[src/rtl/mem_bus_arbiter.sv]
// Two-port arbiter for the shared core memory bus: data port wins by default,
// instruction fetch is force-granted after MAX_WAIT lost arbitration cycles.
module mem_bus_arbiter #(
  parameter int unsigned MAX_WAIT = 8,
  parameter int unsigned ADDR_W   = 64,
  parameter int unsigned DATA_W   = 64
) (
  input  logic                  clk,
  input  logic                  rst,
  input  logic                  i_valid,
  input  logic [ADDR_W-1:0]     i_addr,
  output logic                  i_ready,
  output logic [DATA_W-1:0]     i_data,
  input  logic                  d_valid,
  input  logic                  d_is_write,
  input  logic [ADDR_W-1:0]     d_addr,
  input  logic [2:0]            d_size,
  input  logic [DATA_W/8-1:0]   d_strobe,
  input  logic [DATA_W-1:0]     d_wdata,
  output logic                  d_ready,
  output logic [DATA_W-1:0]     d_rdata,
  output logic                  c_valid,
  output logic                  c_is_write,
  output logic [ADDR_W-1:0]     c_addr,
  output logic [2:0]            c_size,
  output logic [DATA_W/8-1:0]   c_strobe,
  output logic [DATA_W-1:0]     c_wdata,
  input  logic                  c_ready,
  input  logic                  c_last,
  input  logic [DATA_W-1:0]     c_rdata,
  output logic                  abort_err
);

  typedef enum logic [1:0] {
    IDLE    = 2'd0,
    GRANT_I = 2'd1,
    GRANT_D = 2'd2
  } state_e;

  localparam logic [7:0] MAX_WAIT_C = 8'(MAX_WAIT);

  state_e     state_q, state_d;
  logic [7:0] wait_cnt_q, wait_cnt_d;
  logic       starve;
  logic       done;

  assign starve = (wait_cnt_q >= MAX_WAIT_C) && i_valid;
  assign done   = c_ready && c_last;

  // Next-state, bus routing and anti-starvation counter update.
  always_comb begin
    state_d    = state_q;
    wait_cnt_d = wait_cnt_q;
    c_valid    = 1'b0;
    c_is_write = 1'b0;
    c_addr     = '0;
    c_size     = 3'b000;
    c_strobe   = '0;
    c_wdata    = '0;
    i_ready    = 1'b0;
    i_data     = '0;
    d_ready    = 1'b0;
    d_rdata    = '0;
    abort_err  = 1'b0;

    case (state_q)
      IDLE: begin
        if (d_valid && !starve) begin
          state_d = GRANT_D;
        end else if (i_valid) begin
          state_d = GRANT_I;
        end else begin
          state_d = IDLE;
        end
      end
      GRANT_I: begin
        c_valid = i_valid;
        c_addr  = i_addr;
        c_size  = 3'b011;
        i_data  = c_rdata;
        // A final beat completes the transaction even if valid fell with it.
        if (i_valid || done) begin
          i_ready = c_ready;
          state_d = done ? IDLE : GRANT_I;
        end else begin
          abort_err = 1'b1;
          state_d   = IDLE;
        end
      end
      GRANT_D: begin
        c_valid    = d_valid;
        c_is_write = d_is_write;
        c_addr     = d_addr;
        c_size     = d_size;
        c_strobe   = d_strobe;
        c_wdata    = d_wdata;
        d_rdata    = c_rdata;
        if (d_valid || done) begin
          d_ready = c_ready;
          state_d = done ? IDLE : GRANT_D;
        end else begin
          abort_err = 1'b1;
          state_d   = IDLE;
        end
      end
      default: begin
        state_d = IDLE;
      end
    endcase

    // Counts cycles a pending fetch spends behind the data port.
    if (!i_valid) begin
      wait_cnt_d = 8'd0;
    end else if ((state_q == IDLE) && (state_d == GRANT_I)) begin
      wait_cnt_d = 8'd0;
    end else if ((state_q == GRANT_D) || ((state_q == IDLE) && (state_d == GRANT_D))) begin
      wait_cnt_d = (wait_cnt_q == 8'hFF) ? wait_cnt_q : (wait_cnt_q + 8'd1);
    end else begin
      wait_cnt_d = wait_cnt_q;
    end
  end

  // State and counter registers; reset abandons any transaction in flight.
  always_ff @(posedge clk or posedge rst) begin
    if (rst) begin
      state_q    <= IDLE;
      wait_cnt_q <= 8'd0;
    end else begin
      state_q    <= state_d;
      wait_cnt_q <= wait_cnt_d;
    end
  end

endmodule
[config.mk]
export PLATFORM = sky130hd
export DESIGN_NAME = mem_bus_arbiter
export DESIGN_NICKNAME = d
export VERILOG_FILES = /design/src/rtl/mem_bus_arbiter.sv
export SDC_FILE = /design/constraint.sdc
export NUM_CORES = 1
export LEC_CHECK = 0
export CORE_AREA = 2 2 213 215
export CTS_CLUSTER_DIAMETER = 150
export DETAILED_ROUTE_END_ITERATION = 8
export DIE_AREA = 0 0 215 217
export PLACE_DENSITY_LB_ADDON = 0.1
export SLEW_MARGIN = 30
export SYNTH_ARGS = -nofsm -noshare
export SYNTH_HDL_FRONTEND = slang
export SYNTH_SLANG_ARGS = --single-unit
[constraint.sdc]
create_clock -name clk -period 3.8 [get_ports clk]
set_input_delay 0.76 -clock clk [delete_from_list [all_inputs] [get_ports clk]]
set_output_delay 0.76 -clock clk [all_outputs]
set_load 0.02 [all_outputs]
==> reports/qor.yml <==
yosys_warnings: 0
crit_arrival_ns: 2.58
rsz0062_at_grt: "no"
final_net_count: 1268
drt-pass1-iter-count: 4
vias: 5207
fillerInstances: 5058
whs_ns: 0.577
synth.yosys.seq_area_share_pct: 8.11
finalHoldViolations: 0
finalPower_uw: 2200
dieArea_um2: 46700
vias_per_cell: 3.28
fmaxAchievable_mhz: 299
slew_headroom_pct: 51.3
grt_most_used_layer: "met2"
use_met3_pct: 3.13
syn_avg_cell_area_um2: 6.64
crit_path_end_kind: "output pin"
syn-num-nets: 745
gr-usage-met2_pct: 22.9
ant_nets: 0
track_usage_pct: 11.0
synth_edf_count: 0
period_minus_slack_ns: 3.34
hpwlAfterDp_mm: 23.6
p_per_area_nw_per_um2: 233
drive_above_1_share_pct: 2.94
start_util_pct: 6.90
crit_start: "state_q[0]"
fin_setup_tns_ns: 0
grt_max_degree: 59
ys_types: 30
hold_class: "reg2reg"
finish.utilization_pct: 21.1
path_class: "reg2out"
grt_pass1_wl_mm: 38.5
cts_sinks: 10
setup_violations: 0
worstPathRequired_ns: 3.04
timing.final.crit_share_pct: 87.9
max-vdd-ir-drop_uv: 98.7
diodes: 0
grt_overflow: 0
cts_resized: 0
rows: 78
maxCapViolCount: 0
cts_root_buf: "clkbuf_16"
syn_area_um2: 3090
cts_hold_buf: 0
max-clock-path-buffers: 2
ys.flop_type: "dfrtp_1"
area_delta_synth_final_pct: 205
use_met1_pct: 11.2
grt_pass1_vias: 5494
ioPinCount: 546
wl_mm: 27.3
gp_congestion: 0.802
syn_inst: 465
status: "complete, no violations"
timing.critical_path.max_delay_family: "buffers and inverters"
worstMarginPinSlew_ns: 0.726
drc: 0
slowest_delay_ns: 0.62
worstReg2RegStart: "state_q[1]"
die_h_um: 217
fin_worst_skew_ns: 0.000631
post_cts_buffers: 0
numPortBuffers: 545
slowest_stage: "clkdlybuf4s50_1"
numCtsBuffers: 3
core_area_um2: 44700
drtIter0Drc: 106
wire_per_inst_um: 17.2
finalMaxSlewViolations: 0
antenna_found_initial: 0
crit_buf_inv: 4
path_cells: "inv_1 > ha_4 > buf_12 > buf_4 > a22oi_1 > nor2b_1 > clkdlybuf4s50_1"
leakage_uw: 0.00330
cts_tree: "yes"
cp-start-kind: "register"
clk_latency_ns: 0.23
synth-async-reset-ratio_pct: 100
cts.clk_slew.worst_paths_ns: 0.04
htree_num_levels: 1
dieWidth_um: 215
hold_start: "wait_cnt_q[4]"
crit_fanout: 48
synth-seq-cells: 10
## kinds of logic (layout without fill, tap and decap cells)
family / after synthesis / after routing / synth area share, %
simple gates: 307 / 307 / 60.9
compound gates: 83 / 83 / 20.6
buf+inv: 55 / 576 / 6.69
flops: 10 / 10 / 8.11
fa+ha+maj: 6 / 6 / 2.43
mux: 3 / 3 / 0.973
xor+xnor: 1 / 1 / 0.284
## registers in the layout, indices dropped and copies added (netlist names)
register	flops
wait_cnt_q	8
state_q	2
## per-layer routing
layer	part of all wire (%)	wire length, um	up-vias
li1	-	-	2579
met1	36	9870	2328
met2	55	15100	298
met3	8.7	2370	2
met4	0.12	34	0
met5	0	0	-
## cell usage in the layout, fill, tap and decap left out, types with 2 or more instances in the layout
cell type,count
o211a_1,2
clkbuf_16,3
inv_1,10
a31oi_1,2
ha_1,3
nor2b_1,68
a22oi_1,66
a21o_1,2
mux2i_1,3
buf_4,13
nand2_1,16
buf_12,5
nor2_1,5
clkdlybuf4s50_1,545
nand2b_1,2
dfrtp_1,10
ha_4,2
and2_1,202
nor3_1,3
nand4_1,3
a21oi_1,5
nand3_1,4
## final timing paths
kind / cells past startpoint / endpoint / slack (ns)
setup / recovery: 7 / c_addr[28] / 0.46
hold / removal: 2 / wait_cnt_q[4] / 0.58
setup reg to reg: 7 / wait_cnt_q[4] / 1.43
hold reg to reg: 2 / wait_cnt_q[4] / 0.58
max in group asynchronous: 2 / wait_cnt_q[6] / 2.65
min in group asynchronous: 2 / state_q[1] / 0.84
## stage by stage
step | setup WS [ns] | cell area [um2] | instances
global placement | 0.610 | 9350 | 1583
CTS | 0.367 | 9420 | 1586
global route | 0.254 | 9420 | 1586
finish | 0.459 | 9420 | 1586
detailed placement | 0.636 | 9350 | 1583
floorplan | 1.26 | 3090 | 465
## synthesized netlist by cell type, types with 4 or more instances
library cell,n,area share (%)
ha_1,6,2.4
clkbuf_1,44,5.4
nor2_1,5,0.61
nand3_1,4,0.65
inv_1,10,1.2
a21oi_1,5,0.81
nand2_1,16,1.9
dfrtp_1,10,8.1
and2_1,202,41
nor2b_1,68,14
a22oi_1,66,16
## worst reg2reg max path, cell delays in order (launching register included)
cell,delay [ns]
dfrtp_1,0.40
inv_1,0.11
ha_4,0.28
a21boi_0,0.22
or4b_4,0.57
a32oi_4,0.35
nand4_1,0.17
mux2i_1,0.15
## power by group
group / internal (uW) / switching [uW] / total, uW
clock network: 136 / 48.5 / 185
logic: 980 / 907 / 1890
registers: 114 / 9.45 / 123
total: 1230 / 965 / 2200
## area by class of cell
type	count	area, um2	share of cell area, %
clock buffer	3	75.1	0.797
inverter	10	37.5	0.398
multi-input combinational	400	2660	28.2
sequential	10	250	2.66
tap	600	751	7.97
timing repair buffer	563	5650	60.0
(Power assumes the default switching activity.)
